### config.mk
export PLATFORM = sky130hd
export DESIGN_NAME = sr_latch_driver
export DESIGN_NICKNAME = d
export VERILOG_FILES = /design/src/rtl/sr_latch_driver.sv
export SDC_FILE = /design/constraint.sdc
export NUM_CORES = 1
export LEC_CHECK = 0
export ABC_AREA = 0
export BUFFER_PORTS_ARGS = -buffer_cell sky130_fd_sc_hd__buf_2
export CORE_UTILIZATION = 50
export CTS_CLUSTER_DIAMETER = 30
export DETAILED_ROUTE_END_ITERATION = 6
export HOLD_SLACK_MARGIN = 0.05
export PLACE_DENSITY = 0.73
export SYNTH_ARGS = -nofsm -noshare
export SYNTH_HDL_FRONTEND = slang
export SYNTH_SLANG_ARGS = --single-unit
export TNS_END_PERCENT = 1
### constraint.sdc
create_clock -name clk -period 2 [get_ports clk]
set_input_delay 0.6 -clock clk [delete_from_list [all_inputs] [get_ports clk]]
set_output_delay 0.6 -clock clk [all_outputs]
set_load 0.005 [all_outputs]
### src/rtl/sr_latch_driver.sv
// sr_latch_driver
// Turns one-word hold/set/reset commands into a timed c/s/r waveform for a
// gated SR latch (setup with c=0, enable pulse, hold with c=0), then checks
// the latch q/qbar feedback and reports a one-cycle done or err pulse.
// The forbidden s=r=1 combination is never driven, and s/r change only while
// c=0, so the latch only ever sees one clean request per enable pulse.
module sr_latch_driver #(
  parameter int SETUP_CYC = 1,  // cycles s/r settle with c=0 before the pulse (>=1)
  parameter int PULSE_CYC = 2,  // cycles c is held high (>=1)
  parameter int HOLD_CYC  = 1   // cycles s/r stay put with c=0 after the pulse (>=1)
) (
  input  logic       clk,
  input  logic       rst_n,
  input  logic       cmd_valid,
  input  logic [1:0] cmd_op,
  output logic       cmd_ready,
  output logic       c,
  output logic       s,
  output logic       r,
  input  logic       q_fb,
  input  logic       qbar_fb,
  output logic       busy,
  output logic       done,
  output logic       err
);

  // Longest phase sets the width of the shared down-counter.
  localparam int MAX_SR_CYC = (SETUP_CYC > HOLD_CYC) ? SETUP_CYC : HOLD_CYC;
  localparam int MAX_CYC    = (PULSE_CYC > MAX_SR_CYC) ? PULSE_CYC : MAX_SR_CYC;
  localparam int CNT_W      = $clog2(MAX_CYC + 1);

  localparam logic [CNT_W-1:0] LD_SETUP = CNT_W'(SETUP_CYC);
  localparam logic [CNT_W-1:0] LD_PULSE = CNT_W'(PULSE_CYC);
  localparam logic [CNT_W-1:0] LD_HOLD  = CNT_W'(HOLD_CYC);
  localparam logic [CNT_W-1:0] LD_ONE   = CNT_W'(1);

  typedef enum logic [2:0] {
    ST_IDLE,
    ST_SETUP,
    ST_PULSE,
    ST_HOLD,
    ST_CHECK
  } state_t;

  typedef enum logic [1:0] {
    OP_HOLD    = 2'b00,
    OP_SET     = 2'b01,
    OP_RESET   = 2'b10,
    OP_ILLEGAL = 2'b11
  } op_t;

  // Registered state and outputs.
  state_t           r_state;
  logic [CNT_W-1:0] r_cnt;
  op_t              r_op;
  logic             r_c;
  logic             r_s;
  logic             r_r;
  logic             r_busy;
  logic             r_done;
  logic             r_err;

  // Next-state values from the combinational process.
  state_t           w_state_nxt;
  logic [CNT_W-1:0] w_cnt_nxt;
  op_t              w_op_nxt;
  logic             w_c_nxt;
  logic             w_s_nxt;
  logic             w_r_nxt;
  logic             w_busy_nxt;
  logic             w_done_nxt;
  logic             w_err_nxt;

  logic             w_accept;
  logic             w_phase_last;
  logic             w_fb_ok;
  op_t              w_cmd_op;

  assign w_cmd_op     = op_t'(cmd_op);
  assign w_accept     = cmd_valid && (r_state == ST_IDLE);
  assign w_phase_last = (r_cnt == LD_ONE);

  // Judge the latch feedback against what the stored command should produce.
  always_comb begin
    w_fb_ok = 1'b0;
    case (r_op)
      OP_SET:   w_fb_ok = q_fb && !qbar_fb;
      OP_RESET: w_fb_ok = !q_fb && qbar_fb;
      OP_HOLD:  w_fb_ok = (q_fb != qbar_fb);
      default:  w_fb_ok = 1'b0;
    endcase
  end

  // Sequence IDLE -> SETUP -> PULSE -> HOLD -> CHECK -> IDLE and derive next outputs.
  always_comb begin
    // NOTE: every signal gets a default before the case so no path leaves it
    // unassigned; a missing default here would infer a latch.
    w_state_nxt = r_state;
    w_cnt_nxt   = r_cnt;
    w_op_nxt    = r_op;
    w_s_nxt     = r_s;
    w_r_nxt     = r_r;
    w_done_nxt  = 1'b0;
    w_err_nxt   = 1'b0;

    case (r_state)
      ST_IDLE: begin
        if (w_accept) begin
          if (w_cmd_op == OP_ILLEGAL) begin
            // Rejected in place: no latch activity, just the error pulse.
            w_err_nxt = 1'b1;
          end else begin
            w_state_nxt = ST_SETUP;
            w_cnt_nxt   = LD_SETUP;
            w_op_nxt    = w_cmd_op;
            w_s_nxt     = (w_cmd_op == OP_SET);
            w_r_nxt     = (w_cmd_op == OP_RESET);
          end
        end
      end

      ST_SETUP: begin
        if (w_phase_last) begin
          w_state_nxt = ST_PULSE;
          w_cnt_nxt   = LD_PULSE;
        end else begin
          w_cnt_nxt = r_cnt - LD_ONE;
        end
      end

      ST_PULSE: begin
        if (w_phase_last) begin
          w_state_nxt = ST_HOLD;
          w_cnt_nxt   = LD_HOLD;
        end else begin
          w_cnt_nxt = r_cnt - LD_ONE;
        end
      end

      ST_HOLD: begin
        if (w_phase_last) begin
          w_state_nxt = ST_CHECK;
          w_cnt_nxt   = LD_ONE;
        end else begin
          w_cnt_nxt = r_cnt - LD_ONE;
        end
      end

      ST_CHECK: begin
        // Feedback is sampled at this exit edge; exactly one result pulses.
        w_state_nxt = ST_IDLE;
        w_cnt_nxt   = '0;
        w_s_nxt     = 1'b0;
        w_r_nxt     = 1'b0;
        w_done_nxt  = w_fb_ok;
        w_err_nxt   = !w_fb_ok;
      end

      default: begin
        w_state_nxt = ST_IDLE;
        w_cnt_nxt   = '0;
        w_s_nxt     = 1'b0;
        w_r_nxt     = 1'b0;
      end
    endcase

    // Registered outputs follow the state being entered, so they line up
    // with the state register rather than lagging it by a cycle.
    w_c_nxt    = (w_state_nxt == ST_PULSE);
    w_busy_nxt = (w_state_nxt != ST_IDLE);
  end

  // State, phase counter and registered outputs; reset drops every output at once.
  always_ff @(posedge clk or negedge rst_n) begin
    if (!rst_n) begin
      r_state <= ST_IDLE;
      r_cnt   <= '0;
      r_op    <= OP_HOLD;
      r_c     <= 1'b0;
      r_s     <= 1'b0;
      r_r     <= 1'b0;
      r_busy  <= 1'b0;
      r_done  <= 1'b0;
      r_err   <= 1'b0;
    end else begin
      // NOTE: non-blocking assignments so every register samples the values
      // from before this edge, independent of statement order.
      r_state <= w_state_nxt;
      r_cnt   <= w_cnt_nxt;
      r_op    <= w_op_nxt;
      r_c     <= w_c_nxt;
      r_s     <= w_s_nxt;
      r_r     <= w_r_nxt;
      r_busy  <= w_busy_nxt;
      r_done  <= w_done_nxt;
      r_err   <= w_err_nxt;
    end
  end

  assign cmd_ready = (r_state == ST_IDLE);
  assign c         = r_c;
  assign s         = r_s;
  assign r         = r_r;
  assign busy      = r_busy;
  assign done      = r_done;
  assign err       = r_err;

  // Safety properties of the latch interface.
  a_no_forbidden: assert property (@(posedge clk) disable iff (!rst_n)
    !(r_s && r_r));
  a_c_only_in_pulse: assert property (@(posedge clk) disable iff (!rst_n)
    r_c |-> (r_state == ST_PULSE));
  a_sr_stable_under_c: assert property (@(posedge clk) disable iff (!rst_n)
    (r_c && w_c_nxt) |-> ((w_s_nxt == r_s) && (w_r_nxt == r_r)));
  a_one_result: assert property (@(posedge clk) disable iff (!rst_n)
    !(r_done && r_err));

endmodule
==> summary.md <==
| Metric | Value |
|---|---|
| Leak | 0.394 nW |
| Hold_buf cts | 0 |
| DR pass1 iterations | 4 |
| Slowest-stage cell, CP | dfrtp_1 |
| CORE AREA | ~0.0013 mm^2 |
| Synth cell types | 27 |
| PwrDens | between 1000 and 1500 mW/mm^2 |
| Slew Limit Fails | 0 |
| Total track usage | 0.208 |
| Max-Cap Viols | 0 |
| GRT met3 Usage | 0.0500 |
| Global-route wire length before repair | 2120 um |
| CTS tree | done |
| Layout cells sized above 1 | 0.276 |
| Fin nets | 100 |
| Syn Nets | 84 |
| Via density per instance | about 5.3 |
| Worst Path Class, Setup | reg -> out |
| # setup viols final | 0 |
| Period utilization | 0.873 |
| Final wirelength | between 1000 and 1500 um |
| Cell row count | 13 |
| DIE HEIGHT | around 40 um |
| Commonest non-fill, non-tap cells in the layout | 13 x dfrtp_1, 13 x buf_2, 7 x a21oi_1 |
| Crit path DAT | about 1.2 ns |
| Final instance area | a little over 800 um^2 |
| Maximum number of pins on one net before global-route repair | 17 |
| Antenna violations before repair | 0 |
| CP delay by family, top | flip-flops |
| Syn Area/Cell | 10.0 um^2 |
| Clk sink count | 13 |
| Buffer and inverter count on the worst path | 1 |
| Cts repair resizes | 0 |
| Slew Limit Headroom | 0.736 |
| Post-synthesis sequential area ratio | 0.451 |
| Status | completed |
| Final core utilization | 0.622 |
| Initial core utilization | 0.547 |
| Worst clock skew | 0.00872 ns |
| VDD IR max | between 800 and 900 uV |
| Clock latency on the worst-skew pair | approximately 0.28 ns |
| Register Area | around 330 um^2 |
| Fmax | 573 MHz |
| CTS Buffer Depth | 2 |
| Placed Instance Area | 793 um^2 |
| Total gr overflow | 0 |
| Worst hold path type | in -> async |
| Antenna violation net count after detailed routing | 0 |
| CP Capture Type | output port |
| RSZ-0062 raised after global routing | no |
| Crit path max fanout | 11 |
| Final GP Congestion | about 0.68 |
| Die ar. | 0.00160 mm^2 |
| Antenna diodes | 0 |
| Hpwl dp | between 900 and 1000 um |
| Fill count | 118 |
| Number of flops mapped to enable cells by yosys | 0 |
| Io pins | 14 |
| Setup Fix Bufs, Post-CTS | 0 |
| Area used by multi-input combinational logic | between 300 and 400 um^2 |
| I/O Buffers | 13 |
| Chip width | ~40 um |
| Ys async rst share | 1.00 |
| #FFs+latches synth | 13 |
| Routed length per instance | 12.5 um |
| Synth Flop Type | dfrtp_1 |
| CP cell instances | nor3_1, buf_2 |
| TNS Setup | 0 ns |
| Clk root buf | clkbuf_4 |
| DR iter-0 viols | 12 |
| Endpoints failing hold | 0 |
| Crit-path max cell delay | 0.50 ns |
| Met1 Usage GRT | 0.295 |
| P&R area growth vs syn | 13.7% |
| DRC | 0 |
| DR vias | approximately 540 |
| CP startpoint kind | flop |
| Met2 usage | 0.290 |
| Cells after Synth | 72 |
| Number of global-route vias before repair | 470 |
| Measured slew at the worst slew-check pin | about 0.39 ns |
| Req. time, crit path | about 1.4 ns |
| Yosys warnings | 0 |
| Busiest grt layer | met1 |
| # H-tree levels | 1 |
| Num CTS Buffers | 3 |
| Mapped Area | between 700 and 800 um^2 |
| Clk slew on worst S/H paths | roughly 0.090 ns |
| Min cycle time layout | approximately 1.7 ns |
## logic make-up (layout without fill, tap and decap cells)
kind of cell    after synthesis  in the layout  synth area share
simple gates                 30             30             0.257
compound gates               15             15             0.134
flops                        13             13             0.451
buf+inv                       8             23            0.0573
fa+ha+maj                     5              5            0.0868
mux                           1              1            0.0139
## synth_stat cells (all sizes together), types with 2 or more instances
cell / n / area share
inv: 4 / 0.021
ha: 5 / 0.087
nor3: 5 / 0.049
o21ba: 2 / 0.028
nor2: 5 / 0.026
nand2b: 2 / 0.017
dfrtp: 13 / 0.45
buf: 3 / 0.030
nor4b: 2 / 0.024
a21oi: 7 / 0.049
nor3b: 3 / 0.031
nand3: 2 / 0.014
nand2: 6 / 0.031
o21ai: 3 / 0.021
## per-layer routing
layer	part of all wire	wire length (um)
met1	0.50	641
met2	0.44	554
met3	0.039	50
met4	0.019	24
met5	0	0
## worst paths after layout
check,startpoint,to,slack (ns),cells after the start
worst max-delay path,r_state[1],cmd_ready,0.25,2
worst min-delay path,rst_n,r_cnt[0],0.19,1
worst max register to register,r_state[1],done,0.62,4
worst min register to register,r_op[1],r_op[1],0.56,1
max in group asynchronous,rst_n,r,1.58,1
min in group clk,r_op[1],r_op[1],0.56,1
## area by class of cell
type,count,share of cell area
Tap cell,15,0.0229
Timing Repair Buffer,15,0.0977
Clock buffer,4,0.0321
Inverter,4,0.0183
Multi-Input combinational cell,51,0.432
Sequential cell,13,0.397
## power by group
part	total (mW)	internal (mW)	switching [mW]
clock	0.169	0.0774	0.0916
combinational	0.466	0.243	0.224
sequential	0.490	0.371	0.119
total	1.13	0.691	0.435
## stage by stage
step / total power [mW] / worst slack (ns) / hold slack [ns] / instances
finish: 1.13 / 0.254 / 0.186 / 102
detailed placement: 0.963 / 0.394 / 0.502 / 98
global route: 1.22 / 0.219 / 0.217 / 102
CTS: 1.13 / 0.264 / 0.201 / 102
floorplan: 0.840 / 0.572 / 0.304 / 72
global placement: 0.941 / 0.447 / 0.504 / 98
## registers in the layout (all words and copies together) (netlist names)
signal / flops
err: 1
busy: 1
r_cnt: 2
s: 1
r_op: 2
done: 1
r: 1
c: 1
r_state: 3
## worst register-to-register path: stages (launching register included)
cell and delay (ns):
dfrtp_1 0.50, buf_4 0.21, nor2_1 0.20, nand2_1 0.08
a211oi_1 0.27
Note: power is estimated with default switching activity, not from simulation.
